===== config.mk =====
export PLATFORM = sky130hd
export DESIGN_NAME = usb_rx_line_frontend
export DESIGN_NICKNAME = d
export VERILOG_FILES = /design/src/rtl/usb_rx_pkg.sv /design/src/rtl/nrzi_line_decoder.sv /design/src/rtl/usb_rx_line_frontend.sv
export SDC_FILE = /design/constraint.sdc
export NUM_CORES = 1
export LEC_CHECK = 0
export ABC_CLOCK_PERIOD_IN_PS = 2800
export CAP_MARGIN = 20
export CELL_PAD_IN_SITES_DETAIL_PLACEMENT = 0
export CELL_PAD_IN_SITES_GLOBAL_PLACEMENT = 1
export CORE_ASPECT_RATIO = 1.5
export CORE_MARGIN = 3
export CORE_UTILIZATION = 23
export DETAILED_ROUTE_END_ITERATION = 8
export PLACE_DENSITY = 0.5
export SYNTH_ARGS = -nofsm -noshare
export SYNTH_HDL_FRONTEND = slang
export SYNTH_SLANG_ARGS = --single-unit

===== constraint.sdc =====
create_clock -name clk -period 2.8 [get_ports clk]
set_input_delay 0.56 -clock clk [delete_from_list [all_inputs] [get_ports clk]]
set_output_delay 0.56 -clock clk [all_outputs]
set_load 0.005 [all_outputs]

===== src/rtl/usb_rx_pkg.sv =====
// Shared types and constants for the USB receive line front end.
package usb_rx_pkg;

    typedef enum logic [1:0] {
        LINE_J,
        LINE_K,
        LINE_SE0,
        LINE_SE1
    } line_t;

    typedef enum logic [2:0] {
        ST_IDLE,
        ST_SYNC,
        ST_DATA,
        ST_EOP1,
        ST_EOP2,
        ST_ERR
    } rx_state_t;

    localparam int unsigned SYNC_ZEROS = 7;
    localparam int unsigned STUFF_RUN  = 6;

    // Classify one D+/D- sample into a line state.
    function automatic line_t classify(input logic dp, input logic dm);
        line_t l;
        unique case ({dp, dm})
            2'b10:   l = LINE_J;
            2'b01:   l = LINE_K;
            2'b00:   l = LINE_SE0;
            default: l = LINE_SE1;
        endcase
        return l;
    endfunction

endpackage


===== src/rtl/nrzi_line_decoder.sv =====
// Line classification and NRZI decode against the last J/K level seen.
module nrzi_line_decoder
    import usb_rx_pkg::*;
(
    input  logic  clk,
    input  logic  rst,
    input  logic  bit_en,
    input  logic  dp,
    input  logic  dm,
    input  logic  load_j,
    output line_t line_c,
    output logic  dec_bit_c
);

    logic prev_level;   // 1 = J, 0 = K

    assign line_c    = classify(dp, dm);
    assign dec_bit_c = (dp == prev_level);

    // Tracks every J/K sample, including SYNC and stuffed bits.
    always_ff @(posedge clk or posedge rst) begin
        if (rst) begin
            prev_level <= 1'b1;
        end else if (bit_en) begin
            if (load_j) begin
                prev_level <= 1'b1;
            end else if (line_c == LINE_J || line_c == LINE_K) begin
                prev_level <= dp;
            end
        end
    end

endmodule


===== src/rtl/usb_rx_line_frontend.sv =====
// USB receive front end: SYNC check, NRZI decode, destuffing, EOP detect and
// a qualified serial stream (inb/recving/pause) for the packet decoder.
module usb_rx_line_frontend
    import usb_rx_pkg::*;
#(
    parameter int unsigned MAX_BITS = 88,
    parameter int unsigned IDLE_J   = 8
) (
    input  logic clk,
    input  logic rst,
    input  logic bit_en,
    input  logic dp,
    input  logic dm,
    output logic inb,
    output logic recving,
    output logic pause,
    output logic eop,
    output logic rx_err
);

    localparam int unsigned ZERO_CW = 4;
    localparam int unsigned ONES_CW = 3;
    localparam int unsigned BIT_CW  = $clog2(MAX_BITS + 1);
    localparam int unsigned J_CW    = $clog2(IDLE_J + 1);

    rx_state_t            state, state_nx;
    logic [ZERO_CW-1:0]   zero_cnt, zero_nx;
    logic [ONES_CW-1:0]   ones_cnt, ones_nx;
    logic [BIT_CW-1:0]    bit_cnt, bit_nx;
    logic [J_CW-1:0]      j_cnt, j_nx;
    logic                 inb_nx, recving_nx, pause_nx, eop_nx, err_nx;
    logic                 load_j_c;
    line_t                line_c;
    logic                 dec_bit_c;
    logic                 is_jk_c;

    nrzi_line_decoder u_nrzi (
        .clk       (clk),
        .rst       (rst),
        .bit_en    (bit_en),
        .dp        (dp),
        .dm        (dm),
        .load_j    (load_j_c),
        .line_c    (line_c),
        .dec_bit_c (dec_bit_c)
    );

    assign is_jk_c = (line_c == LINE_J) || (line_c == LINE_K);

    // State, counters and registered outputs.
    always_ff @(posedge clk or posedge rst) begin
        if (rst) begin
            state    <= ST_IDLE;
            zero_cnt <= '0;
            ones_cnt <= '0;
            bit_cnt  <= '0;
            j_cnt    <= '0;
            inb      <= 1'b0;
            recving  <= 1'b0;
            pause    <= 1'b1;
            eop      <= 1'b0;
            rx_err   <= 1'b0;
        end else begin
            state    <= state_nx;
            zero_cnt <= zero_nx;
            ones_cnt <= ones_nx;
            bit_cnt  <= bit_nx;
            j_cnt    <= j_nx;
            inb      <= inb_nx;
            recving  <= recving_nx;
            pause    <= pause_nx;
            eop      <= eop_nx;
            rx_err   <= err_nx;
        end
    end

    // Next state and next outputs; nothing moves without bit_en.
    always_comb begin
        logic to_err;
        state_nx   = state;
        zero_nx    = zero_cnt;
        ones_nx    = ones_cnt;
        bit_nx     = bit_cnt;
        j_nx       = j_cnt;
        inb_nx     = inb;
        recving_nx = recving;
        pause_nx   = 1'b1;
        eop_nx     = 1'b0;
        err_nx     = 1'b0;
        load_j_c   = 1'b0;
        to_err     = 1'b0;

        if (bit_en) begin
            unique case (state)
                ST_IDLE: begin
                    if (line_c == LINE_K) begin
                        state_nx = ST_SYNC;
                        zero_nx  = ZERO_CW'(1);
                    end
                end
                ST_SYNC: begin
                    if (!is_jk_c) begin
                        to_err = 1'b1;
                    end else if (!dec_bit_c) begin
                        if (zero_cnt == ZERO_CW'(SYNC_ZEROS)) to_err = 1'b1;
                        else zero_nx = zero_cnt + ZERO_CW'(1);
                    end else if (zero_cnt == ZERO_CW'(SYNC_ZEROS)) begin
                        // SYNC's closing 1 starts the ones run but is not forwarded.
                        state_nx = ST_DATA;
                        ones_nx  = ONES_CW'(1);
                        bit_nx   = '0;
                    end else begin
                        to_err = 1'b1;
                    end
                end
                ST_DATA: begin
                    if (line_c == LINE_SE0) begin
                        state_nx   = ST_EOP1;
                        recving_nx = 1'b0;
                    end else if (line_c == LINE_SE1) begin
                        to_err = 1'b1;
                    end else if (ones_cnt == ONES_CW'(STUFF_RUN)) begin
                        if (dec_bit_c) to_err = 1'b1;
                        else ones_nx = '0;
                    end else if (bit_cnt == BIT_CW'(MAX_BITS)) begin
                        to_err = 1'b1;
                    end else begin
                        inb_nx     = dec_bit_c;
                        pause_nx   = 1'b0;
                        recving_nx = 1'b1;
                        bit_nx     = bit_cnt + BIT_CW'(1);
                        ones_nx    = dec_bit_c ? ones_cnt + ONES_CW'(1) : '0;
                    end
                end
                ST_EOP1: begin
                    if (line_c == LINE_SE0) state_nx = ST_EOP2;
                    else to_err = 1'b1;
                end
                ST_EOP2: begin
                    if (line_c == LINE_J) begin
                        state_nx = ST_IDLE;
                        eop_nx   = 1'b1;
                        load_j_c = 1'b1;
                    end else begin
                        to_err = 1'b1;
                    end
                end
                ST_ERR: begin
                    if (line_c == LINE_J) begin
                        if (j_cnt == J_CW'(IDLE_J - 1)) begin
                            state_nx = ST_IDLE;
                            j_nx     = '0;
                            load_j_c = 1'b1;
                        end else begin
                            j_nx = j_cnt + J_CW'(1);
                        end
                    end else begin
                        j_nx = '0;
                    end
                end
                default: state_nx = ST_IDLE;
            endcase

            if (to_err) begin
                state_nx   = ST_ERR;
                err_nx     = 1'b1;
                recving_nx = 1'b0;
                j_nx       = '0;
            end
        end
    end

endmodule


==> flow_summary.ini <==
[status]
outcome = completed

[global_routing]
grt_max_degree = 28
antenna_found_initial = 0
gr-usage-all-layers_pct = 10.89
grt_overflow_total = 0
grt_pass1_wl_um = 7624
grt_pass1_vias = 1569

[min_path]
min_path_type = register to register
hp-start = zero_cnt[3]

[logic_synthesis]
syn-num-nets = 203
ys.flop_type = dfrtp_1
synth_area_leader_cell = dfrtp_1
synthCells = 186
seq_area_frac_synth_pct = 38.41
yosysWarnings = 0
async_reset_ff_share_pct = 100.0
synth_edf_count = 0
post_synth.cell_area_avg_um2 = 9.492
synth_area_leaders = dfrtp_1 (35%), ha_1 (8.5%), o31ai_1 (3.8%)
synth_top_area_share_pct = 35.44
synth_cell_type_count = 50
ys_ff_latch = 27
syn_area_um2 = 1765

[drt]
drtIter0Drc = 65
drc = 0
num_vias = 1513
firstDrtPassIters = 4
drt_wl_total_um = 4549
ant_nets = 0
wl_per_cell_um = 14.26
avgViaCountPerCell = 4.743

[cts]
clk_pin_slew_worst_paths_ns = 0.11
hold_buffers = 0
htreeDepth = 1
worst_skew_pair.late_latency_ns = 0.28
cts.sinks = 27
clock_path_buffers = 2
root_buffer = clkbuf_8
post_cts_buffers = 0
tritoncts = yes
ctsResizeCount = 0
cts_buffers = 3

[timing]
fin_crit_sh_pct = 89.80
fmax_mhz = 397.7
max_slew_margin_pct = 69.31
skew_ns = 0.01058
setup_tns_ns = 0
whs_ns = 0.4883
min_period_ns = 2.515
rsz0062_at_grt = no
hold_viol_final = 0
setup_violations = 0
drv_slew = 0
worst_pin_slew_ns = 0.4582

[placement]
placed_cells = 315
gp_congestion = 0.8010
dpl_cell_area_um2 = 2145
dpl.hpwl_um = 3594
portBuffers = 9

[setup_path]
r2r-start = bit_cnt[2]
critPathLaunchType = primary input
critPathMaxStageDelay_ns = 0.48
crit_top_cell = o21ai_0
critical_path_class = primary input to register
crit_slowest_cell = clkdlybuf4s50_1
critical_path.endpoint_type = register
required_ns = 3.00
crit_start = dp
path_max_fanout = 4
critPathArrivalTime_ns = 2.72
crit_chain = clkdlybuf4s50_1 -> inv_1 -> ha_1 -> mux2_2 -> o31ai_1 -> buf_4 -> o21ai_0 -> a311o_1 -> o21ai_0

[floorplan]
die_h_um = 113.3
rows = 38
core_area_um2 = 7370
ios = 10
die_x_um = 77.54
die-area_um2 = 8785
initial_utilization_pct = 23.96

[final_layout]
area_growth_pct = 24.24
postLayoutCellArea_um2 = 2193
fin_cells = 319
fillCellCount = 799
nets = 237
final_util_pct = 29.76
n_antenna_cell = 0
regArea_um2 = 678.2
multiInputGateArea_um2 = 1018
drive_gt1_share_pct = 21.46

[pwr]
p_leak_nw = 0.9688
powerDensity_nw_per_um2 = 730.7
ir_worst_vdd_mv = 0.2370

[run]
max-cap-violations = 0
==> metal layers <==
layer / global-route usage (%) / up-vias / share of wire [%]
li1: - / 750 / -
met1: 12.22 / 726 / 41
met2: 20.08 / 29 / 55
met4: 4.988 / 0 / 1.9
met5: 0 / - / 0
met3: 1.513 / 8 / 2.3
==> report_power, final <==
group	switching [W]	total [W]	leakage, nW	internal, W
clock network	0.000140	0.000241	0.0217	0.000101
logic	0.000387	0.000752	0.596	0.000365
registers	0.000122	0.000610	0.351	0.000488
total	0.000649	0.00160	0.969	0.000954
==> cells in the mapped netlist, types with 2 or more instances <==
| library cell | count |
|---|---|
| nand4_1 | 2 |
| a21o_1 | 4 |
| nor2b_1 | 2 |
| nand3b_1 | 2 |
| nor4_1 | 4 |
| nand2_1 | 17 |
| a21oi_1 | 9 |
| inv_1 | 10 |
| and2_1 | 2 |
| dfrtp_1 | 25 |
| nor2_1 | 10 |
| mux2_2 | 4 |
| a211o_1 | 2 |
| a311oi_2 | 2 |
| o21ai_0 | 12 |
| ha_1 | 12 |
| a31oi_1 | 2 |
| clkbuf_1 | 3 |
| nor3_1 | 9 |
| or3_1 | 3 |
| or4_1 | 2 |
| buf_4 | 2 |
| nand3_1 | 7 |
| o31ai_1 | 9 |
| dfstp_2 | 2 |
| nand2b_1 | 4 |
==> worst max-delay path, delay by kind of cell <==
| family | cells | cell delay, ns |
|---|---|---|
| compound gates | 4 | 0.80 |
| buf+inv | 3 | 0.74 |
| fa+ha+maj | 1 | 0.34 |
| mux | 1 | 0.28 |
==> registers in the layout (all words and copies together) (netlist names) <==
signal             cells
zero_cnt               4
j_cnt                  4
pause                  1
rx_err                 1
ones_cnt               3
bit_cnt                7
u_nrzi.prev_level      1
recving                1
state                  3
inb                    1
eop                    1
==> stage by stage <==
step           total power (W)  setup slack [ns]
6_report              0.001603            0.2855
5_1_grt               0.001744            0.1281
4_1_cts               0.001639            0.2818
3_5_place_dp          0.001382         -0.005220
3_3_place_gp          0.001387          0.009834
2_1_floorplan         0.001077            0.4685
==> layout make-up <==
| cell class | instances | area share, % |
|---|---|---|
| Inverter | 10 | 1.711 |
| Sequential cell | 27 | 30.92 |
| Timing Repair Buffer | 35 | 13.01 |
| Clock buffer | 3 | 1.882 |
| Clock inverter | 1 | 0.3423 |
| Tap cell | 100 | 5.705 |
| Multi-Input combinational cell | 143 | 46.43 |
==> cells by family after synthesis <==
group | share of synthesized area [%]
flip-flops | 38.41
multiplexers | 3.189
buffers and inverters | 3.898
AO/OA/AOI/OAI | 20.48
AND/OR/NAND/NOR | 23.60
XOR/XNOR | 1.914
adder cells (fa/ha/maj) | 8.504
==> layout by cell type (no fill, tap or decap), drive strengths merged, types with 2 or more instances in the layout <==
master,instances
buf,26
dfrtp,25
nand2,17
o21ai,12
ha,12
inv,10
nor2,10
a21oi,10
o31ai,9
nor3,9
clkdlybuf4s50,9
nand3,7
mux2,5
nand2b,4
a21o,4
nor4,4
or3,3
clkbuf,3
and2,2
a311oi,2
nand3b,2
or4,2
nor2b,2
nand4,2
a31oi,2
a211o,2
dfstp,2
or3b,2
xnor2,2
nor3b,2
or2,2
==> path summary, 6_finish.rpt <==
check / to / slack, ns / depth (start not counted)
min reg2reg: zero_cnt[3] / 0.49 / 1
max in group asynchronous: u_nrzi.prev_level / 1.84 / 3
min: zero_cnt[3] / 0.49 / 1
max: state[1] / 0.29 / 9
min in group asynchronous: bit_cnt[3] / 0.63 / 3
max reg2reg: j_cnt[2] / 0.66 / 6
(Power assumes the default switching activity.)
